$ cat src/rtl/debounce_bank.sv
// ---------------------------------------------------------------------------
// debounce_bank
//
// Purpose:
//   A bank of N_BTN independent button debouncers. Each raw input is brought
//   into the clk domain through a two-flop synchroniser. The synchronised
//   level must disagree with the accepted level for DEBOUNCE_CYCLES
//   consecutive clocks before the new level is accepted. Edge pulses, a
//   press-toggled state and an optional long-press pulse are derived from
//   the accepted level.
//
// Optional feature:
//   DEBOUNCE_LONG_PRESS_EN - when defined, each channel gets a hold counter
//   and long_o pulses once per press after LONG_CYCLES clocks of accepted-high
//   level. When undefined, no hold counters exist and long_o is tied to 0.
//
// Parameters:
//   N_BTN            number of independent channels (1..32)
//   DEBOUNCE_CYCLES  clocks of disagreement needed to accept a level (>=2)
//   LONG_CYCLES      accepted-high clocks that qualify as a long press
//
// Ports:
//   clk       system clock, rising edge active
//   rst       asynchronous active-high reset
//   btn_raw   unsynchronised button inputs, bit i = channel i
//   level_o   debounced level per channel
//   rise_o    one-clock pulse when level_o[i] goes 0->1
//   fall_o    one-clock pulse when level_o[i] goes 1->0
//   toggle_o  per-channel state inverted on every accepted press
//   long_o    one-clock pulse when a press reaches LONG_CYCLES
// ---------------------------------------------------------------------------
module debounce_bank #(
  parameter int N_BTN           = 4,
  parameter int DEBOUNCE_CYCLES = 16,
  parameter int LONG_CYCLES     = 64
) (
  input  logic             clk,
  input  logic             rst,
  input  logic [N_BTN-1:0] btn_raw,
  output logic [N_BTN-1:0] level_o,
  output logic [N_BTN-1:0] rise_o,
  output logic [N_BTN-1:0] fall_o,
  output logic [N_BTN-1:0] toggle_o,
  output logic [N_BTN-1:0] long_o
);

  localparam int CW = $clog2(DEBOUNCE_CYCLES + 1);
  localparam logic [CW-1:0] DB_LAST = CW'(DEBOUNCE_CYCLES - 1);

  logic [N_BTN-1:0] s0;
  logic [N_BTN-1:0] s1;

  // Two-flop synchroniser for every raw input. Only s1 is allowed to reach
  // the debounce logic so that metastability on s0 never propagates.
  always_ff @(posedge clk or posedge rst) begin
    if (rst) begin
      s0 <= '0;
      s1 <= '0;
    end else begin
      s0 <= btn_raw;
      s1 <= s0;
    end
  end

  for (genvar i = 0; i < N_BTN; i++) begin : g_ch
    logic [CW-1:0] cnt;
    logic          lvl;
    logic          rise;
    logic          fall;
    logic          tog;

    // Stability counter and accepted level. The counter only advances while
    // the synchronised input disagrees with the accepted level and is reset
    // by any single clock of agreement, so short bounces leave no trace.
    // On the last disagreeing clock the new level is taken, the counter is
    // cleared (so it can never wrap) and exactly one of rise/fall is raised
    // for that one clock. Presses also flip the toggle state.
    always_ff @(posedge clk or posedge rst) begin
      if (rst) begin
        cnt  <= '0;
        lvl  <= 1'b0;
        rise <= 1'b0;
        fall <= 1'b0;
        tog  <= 1'b0;
      end else begin
        rise <= 1'b0;
        fall <= 1'b0;
        if (s1[i] != lvl) begin
          if (cnt == DB_LAST) begin
            lvl  <= s1[i];
            cnt  <= '0;
            rise <= s1[i];
            fall <= ~s1[i];
            if (s1[i]) begin
              tog <= ~tog;
            end
          end else begin
            cnt <= cnt + CW'(1);
          end
        end else begin
          cnt <= '0;
        end
      end
    end

    assign level_o[i]  = lvl;
    assign rise_o[i]   = rise;
    assign fall_o[i]   = fall;
    assign toggle_o[i] = tog;

`ifdef DEBOUNCE_LONG_PRESS_EN
    localparam int HW = $clog2(LONG_CYCLES + 1);
    localparam logic [HW-1:0] HOLD_MAX  = HW'(LONG_CYCLES);
    localparam logic [HW-1:0] HOLD_LAST = HW'(LONG_CYCLES - 1);

    logic [HW-1:0] hcnt;
    logic          lng;

    // Hold counter measures how long the accepted level has been high. It
    // saturates at LONG_CYCLES, so the long pulse can only fire once on the
    // LONG_CYCLES-1 -> LONG_CYCLES step and never repeats while held.
    always_ff @(posedge clk or posedge rst) begin
      if (rst) begin
        hcnt <= '0;
        lng  <= 1'b0;
      end else begin
        lng <= 1'b0;
        if (lvl) begin
          if (hcnt != HOLD_MAX) begin
            hcnt <= hcnt + HW'(1);
          end
          if (hcnt == HOLD_LAST) begin
            lng <= 1'b1;
          end
        end else begin
          hcnt <= '0;
        end
      end
    end

    assign long_o[i] = lng;
`else
    assign long_o[i] = 1'b0;
`endif
  end

endmodule
$ cat config.mk
export PLATFORM = sky130hd
export DESIGN_NAME = debounce_bank
export DESIGN_NICKNAME = d
export VERILOG_FILES = /design/src/rtl/debounce_bank.sv
export SDC_FILE = /design/constraint.sdc
export NUM_CORES = 1
export LEC_CHECK = 0
export ABC_AREA = 1
export CAP_MARGIN = 10
export CORE_MARGIN = 10
export CORE_UTILIZATION = 58
export CTS_CLUSTER_DIAMETER = 120
export DETAILED_ROUTE_END_ITERATION = 6
export MAX_ROUTING_LAYER = met4
export PLACE_DENSITY_LB_ADDON = 0.12
export SETUP_SLACK_MARGIN = 0.4
export SLEW_MARGIN = 20
export SYNTH_ARGS = -nofsm -noshare
export SYNTH_HDL_FRONTEND = slang
export SYNTH_SLANG_ARGS = --single-unit
$ cat constraint.sdc
create_clock -name clk -period 1.95 [get_ports clk]
set_clock_uncertainty 0.1 [all_clocks]
set_input_delay 0.2925 -clock clk [delete_from_list [all_inputs] [get_ports clk]]
set_output_delay 0.2925 -clock clk [all_outputs]
set_load 0.05 [all_outputs]
==> PnR_summary.wiki <==
{| class="wikitable"
! Metric !! Value
|-
| Outcome || completed
|-
| Max Cap Violations || 0
|-
| Proportion of netlist area held by the largest area contributor || 56.5%
|-
| Min Hold Slack || 175 ps
|-
| VDD IR-drop max || 0.553 mV
|-
| Gate family responsible for the most delay along the worst path || flip-flops
|-
| Most frequent cell after synthesis || sky130_fd_sc_hd__dfrtp_1
|-
| Worst path bufs/invs || 1
|-
| Overall die height || 78.0 um
|-
| Maximum cell stage delay along the critical path || 410 ps
|-
| First-pass detailed-route iteration total || 4
|-
| Share of final-layout standard cells stronger than drive strength 1 || 16.1%
|-
| Synth top cells by count || sky130_fd_sc_hd__dfrtp_1 (44), sky130_fd_sc_hd__inv_1 (33), sky130_fd_sc_hd__nand2_1 (32)
|-
| Synthesized cell area || 1950 um2
|-
| Pin count of the biggest net entering global routing || 45
|-
| Clk_lat worst skew || 340 ps
|-
| Deepest clock path buffer count || 2
|-
| Placement row count || 20
|-
| Category of the most critical setup path || flip-flop to output port
|-
| Layout Cell Area excl Fill || 2140 um2
|-
| Post-route DRC || 0
|-
| Largest fanout on the critical path || 3
|-
| Part of the Yosys area used for sequential elements || 56.5%
|-
| DP Wirelength || 2280 um
|-
| Final WS setup || 469 ps
|-
| Area used by sequential logic in the layout || 1100 um2
|-
| Total of hold buffers inserted after clock tree synthesis || 0
|-
| Die ar. || 6080 um2
|-
| Average footprint of a synthesized cell || 9.85 um2
|-
| Sort of element at the end of the critical path || output port
|-
| Class of the most critical hold timing path || primary input to async pin
|-
| Unrepaired setup endpoints after global routing || false
|-
| Via count of the first global-routing pass || 1210
|-
| Vias || 1241
|-
| Global-route total usage across every layer || 10.9%
|-
| Yosys Warn Count || 0
|-
| Iter 0 DRT Violations || 49
|-
| Number of storage elements in the synthesis netlist || 44
|-
| Port bufs || 21
|-
| Routed wire length per instance || 11.9 um
|-
| Number of resized instances in the post-cts repair step || 45
|-
| Worst Path Arrival || 1090 ps
|-
| Cells traversed along the worst timing path || clkdlybuf4s18_2
|-
| Clock sink count || 44
|-
| Number of fill cells || 253
|-
| Dominant cells by area after synthesis || sky130_fd_sc_hd__dfrtp_1 (56%), sky130_fd_sc_hd__buf_4 (7.7%), sky130_fd_sc_hd__inv_1 (6.4%)
|-
| Total count of max-transition violations in the final report || 0
|-
| Via count normalized by instance count || 4.87
|-
| Max Freq || 675 MHz
|-
| Layout Area Growth over Synthesis || 9.63%
|-
| Cell variety after synth || 15
|-
| Top cell type by total area after synthesis || sky130_fd_sc_hd__dfrtp_1
|-
| Worst endpoint required time || 1560 ps
|-
| Nets@finish || 224
|-
| Startpoint Class || flip-flop
|-
| Count of endpoints failing hold in the final timing report || 0
|-
| Worst slack after detailed placement || 368 ps
|-
| Max H-tree Level || 2
|-
| Postcts setup bufs || 0
|-
| Number of setup violations in the final report || 0
|-
| Std-Cell Core Area || 3130 um2
|-
| Number of antenna violations at the first check in global routing || 0
|-
| Total inserted antenna cells || 0
|-
| Cell with the biggest individual delay on the critical path || sky130_fd_sc_hd__dfrtp_1
|-
| Setup TNS || 0 ps
|-
| Global-route wire length before repair || 5380 um
|-
| Fraction of registers with async set/reset || 100%
|-
| Total congestion overflow after global routing || 0
|-
| Leakage Power || 0.00109 uW
|-
| Overall die width || 78.0 um
|-
| Clock tree root driver cell || sky130_fd_sc_hd__clkbuf_4
|-
| Synth Instances || 198
|-
| Antenna viol nets, final || 0
|-
| Dominant synthesized flop cell || sky130_fd_sc_hd__dfrtp_1
|-
| Starting density of the core || 62.3%
|-
| Area of the multi-input gates || 586 um2
|-
| Final worst-path cycle share || 75.9%
|-
| Power density over the cells || 705 nW/um2
|-
| Instance area at placement || 2090 um2
|-
| Count of flip-flops with a built-in enable after synthesis || 0
|-
| TritonCTS clock tree || done
|-
| Final Wtd Congestion || 0.784
|-
| Clock-pin slew reported for the worst setup and hold paths after clock tree synthesis || 110 ps
|-
| CTS buffer count || 5
|-
| Routed wire length || 3040 um
|-
| Crit path time final || 1480 ps
|-
| Boundary Pins || 26
|}
[cell usage in the layout (no fill, tap or decap), drive strengths merged]
cell           count
nand2             36
clkdlybuf4s15      8
nand3             12
nor2              20
o21ai              4
dfrtp             44
clkdlybuf4s50      5
buf                7
a21oi              4
inv               32
ha                 8
clkbuf             8
nand4             12
clkinv             1
o211ai             4
conb               4
clkdlybuf4s18      2
[through the flow]
stage          instances  utilization [%]  total power (uW)
5_1_grt              255             68.3              1590
4_1_cts              255             69.4              1530
6_report             255             68.3              1510
3_3_place_gp         247             66.9              1080
2_1_floorplan        201                -              1060
3_5_place_dp         247             66.9              1080
[metal layers]
layer | part of all wire (%) | vias up | global-route usage [%]
met5 | 0 | - | -
met4 | 1.2 | 0 | 4.30
met3 | 6.0 | 4 | 4.26
met2 | 53 | 19 | 18.4
met1 | 40 | 591 | 11.2
li1 | - | 627 | -
[sequential cells by signal, summed over array words and instances (netlist names)]
name and count:
g_ch.cnt 20, g_ch.fall 4, g_ch.lvl 4, g_ch.rise 4, g_ch.tog 4, s0 4
s1 4
[report_power, final]
group          switching (uW)  total [uW]  leakage (uW)  internal [uW]
clock network             263         441     0.0000326            178
registers                24.6         965      0.000586            940
logic                    67.1         100      0.000474           33.2
total                     354        1510       0.00109           1150
[cells by family (layout without fill, tap and decap cells)]
kind of cell	after synthesis	after routing	share of synthesized area [%]
AND/OR/NAND/NOR	80	80	20.5
buffers and inverters	53	63	14.1
flip-flops	44	44	56.5
AO/OA/AOI/OAI	12	12	3.59
adder cells (fa/ha/maj)	8	8	5.13
other	1	4	0.192
[worst paths after layout]
path,from,end,slack (ps),depth (start not counted)
setup / recovery,g_ch[2].lvl$_DFFE_PP0P_,level_o[2],470,1
hold / removal,rst,s1[3]$_DFF_PP0_,170,3
setup reg to reg,g_ch[1].lvl$_DFFE_PP0P_,g_ch[1].lvl$_DFFE_PP0P_,610,6
hold reg to reg,s0[0]$_DFF_PP0_,s1[0]$_DFF_PP0_,250,0
max in group asynchronous,rst,g_ch[2].fall$_DFF_PP0_,1370,3
min in group clk,s0[0]$_DFF_PP0_,s1[0]$_DFF_PP0_,250,0
[final cells by class]
class	instances	area share, %
clock buffers	8	2.75
inverters	33	5.80
multi-input cells	104	27.4
flip-flops and latches	44	51.5
well taps	44	2.58
repair buffers	22	9.95
[worst register-to-register path: cells and delay by family, from the launching register on]
family	cells	cell delay [ps]
fa+ha+maj	1	290
buf+inv	2	200
flops	1	400
simple gates	3	240
(Power assumes the default switching activity.)
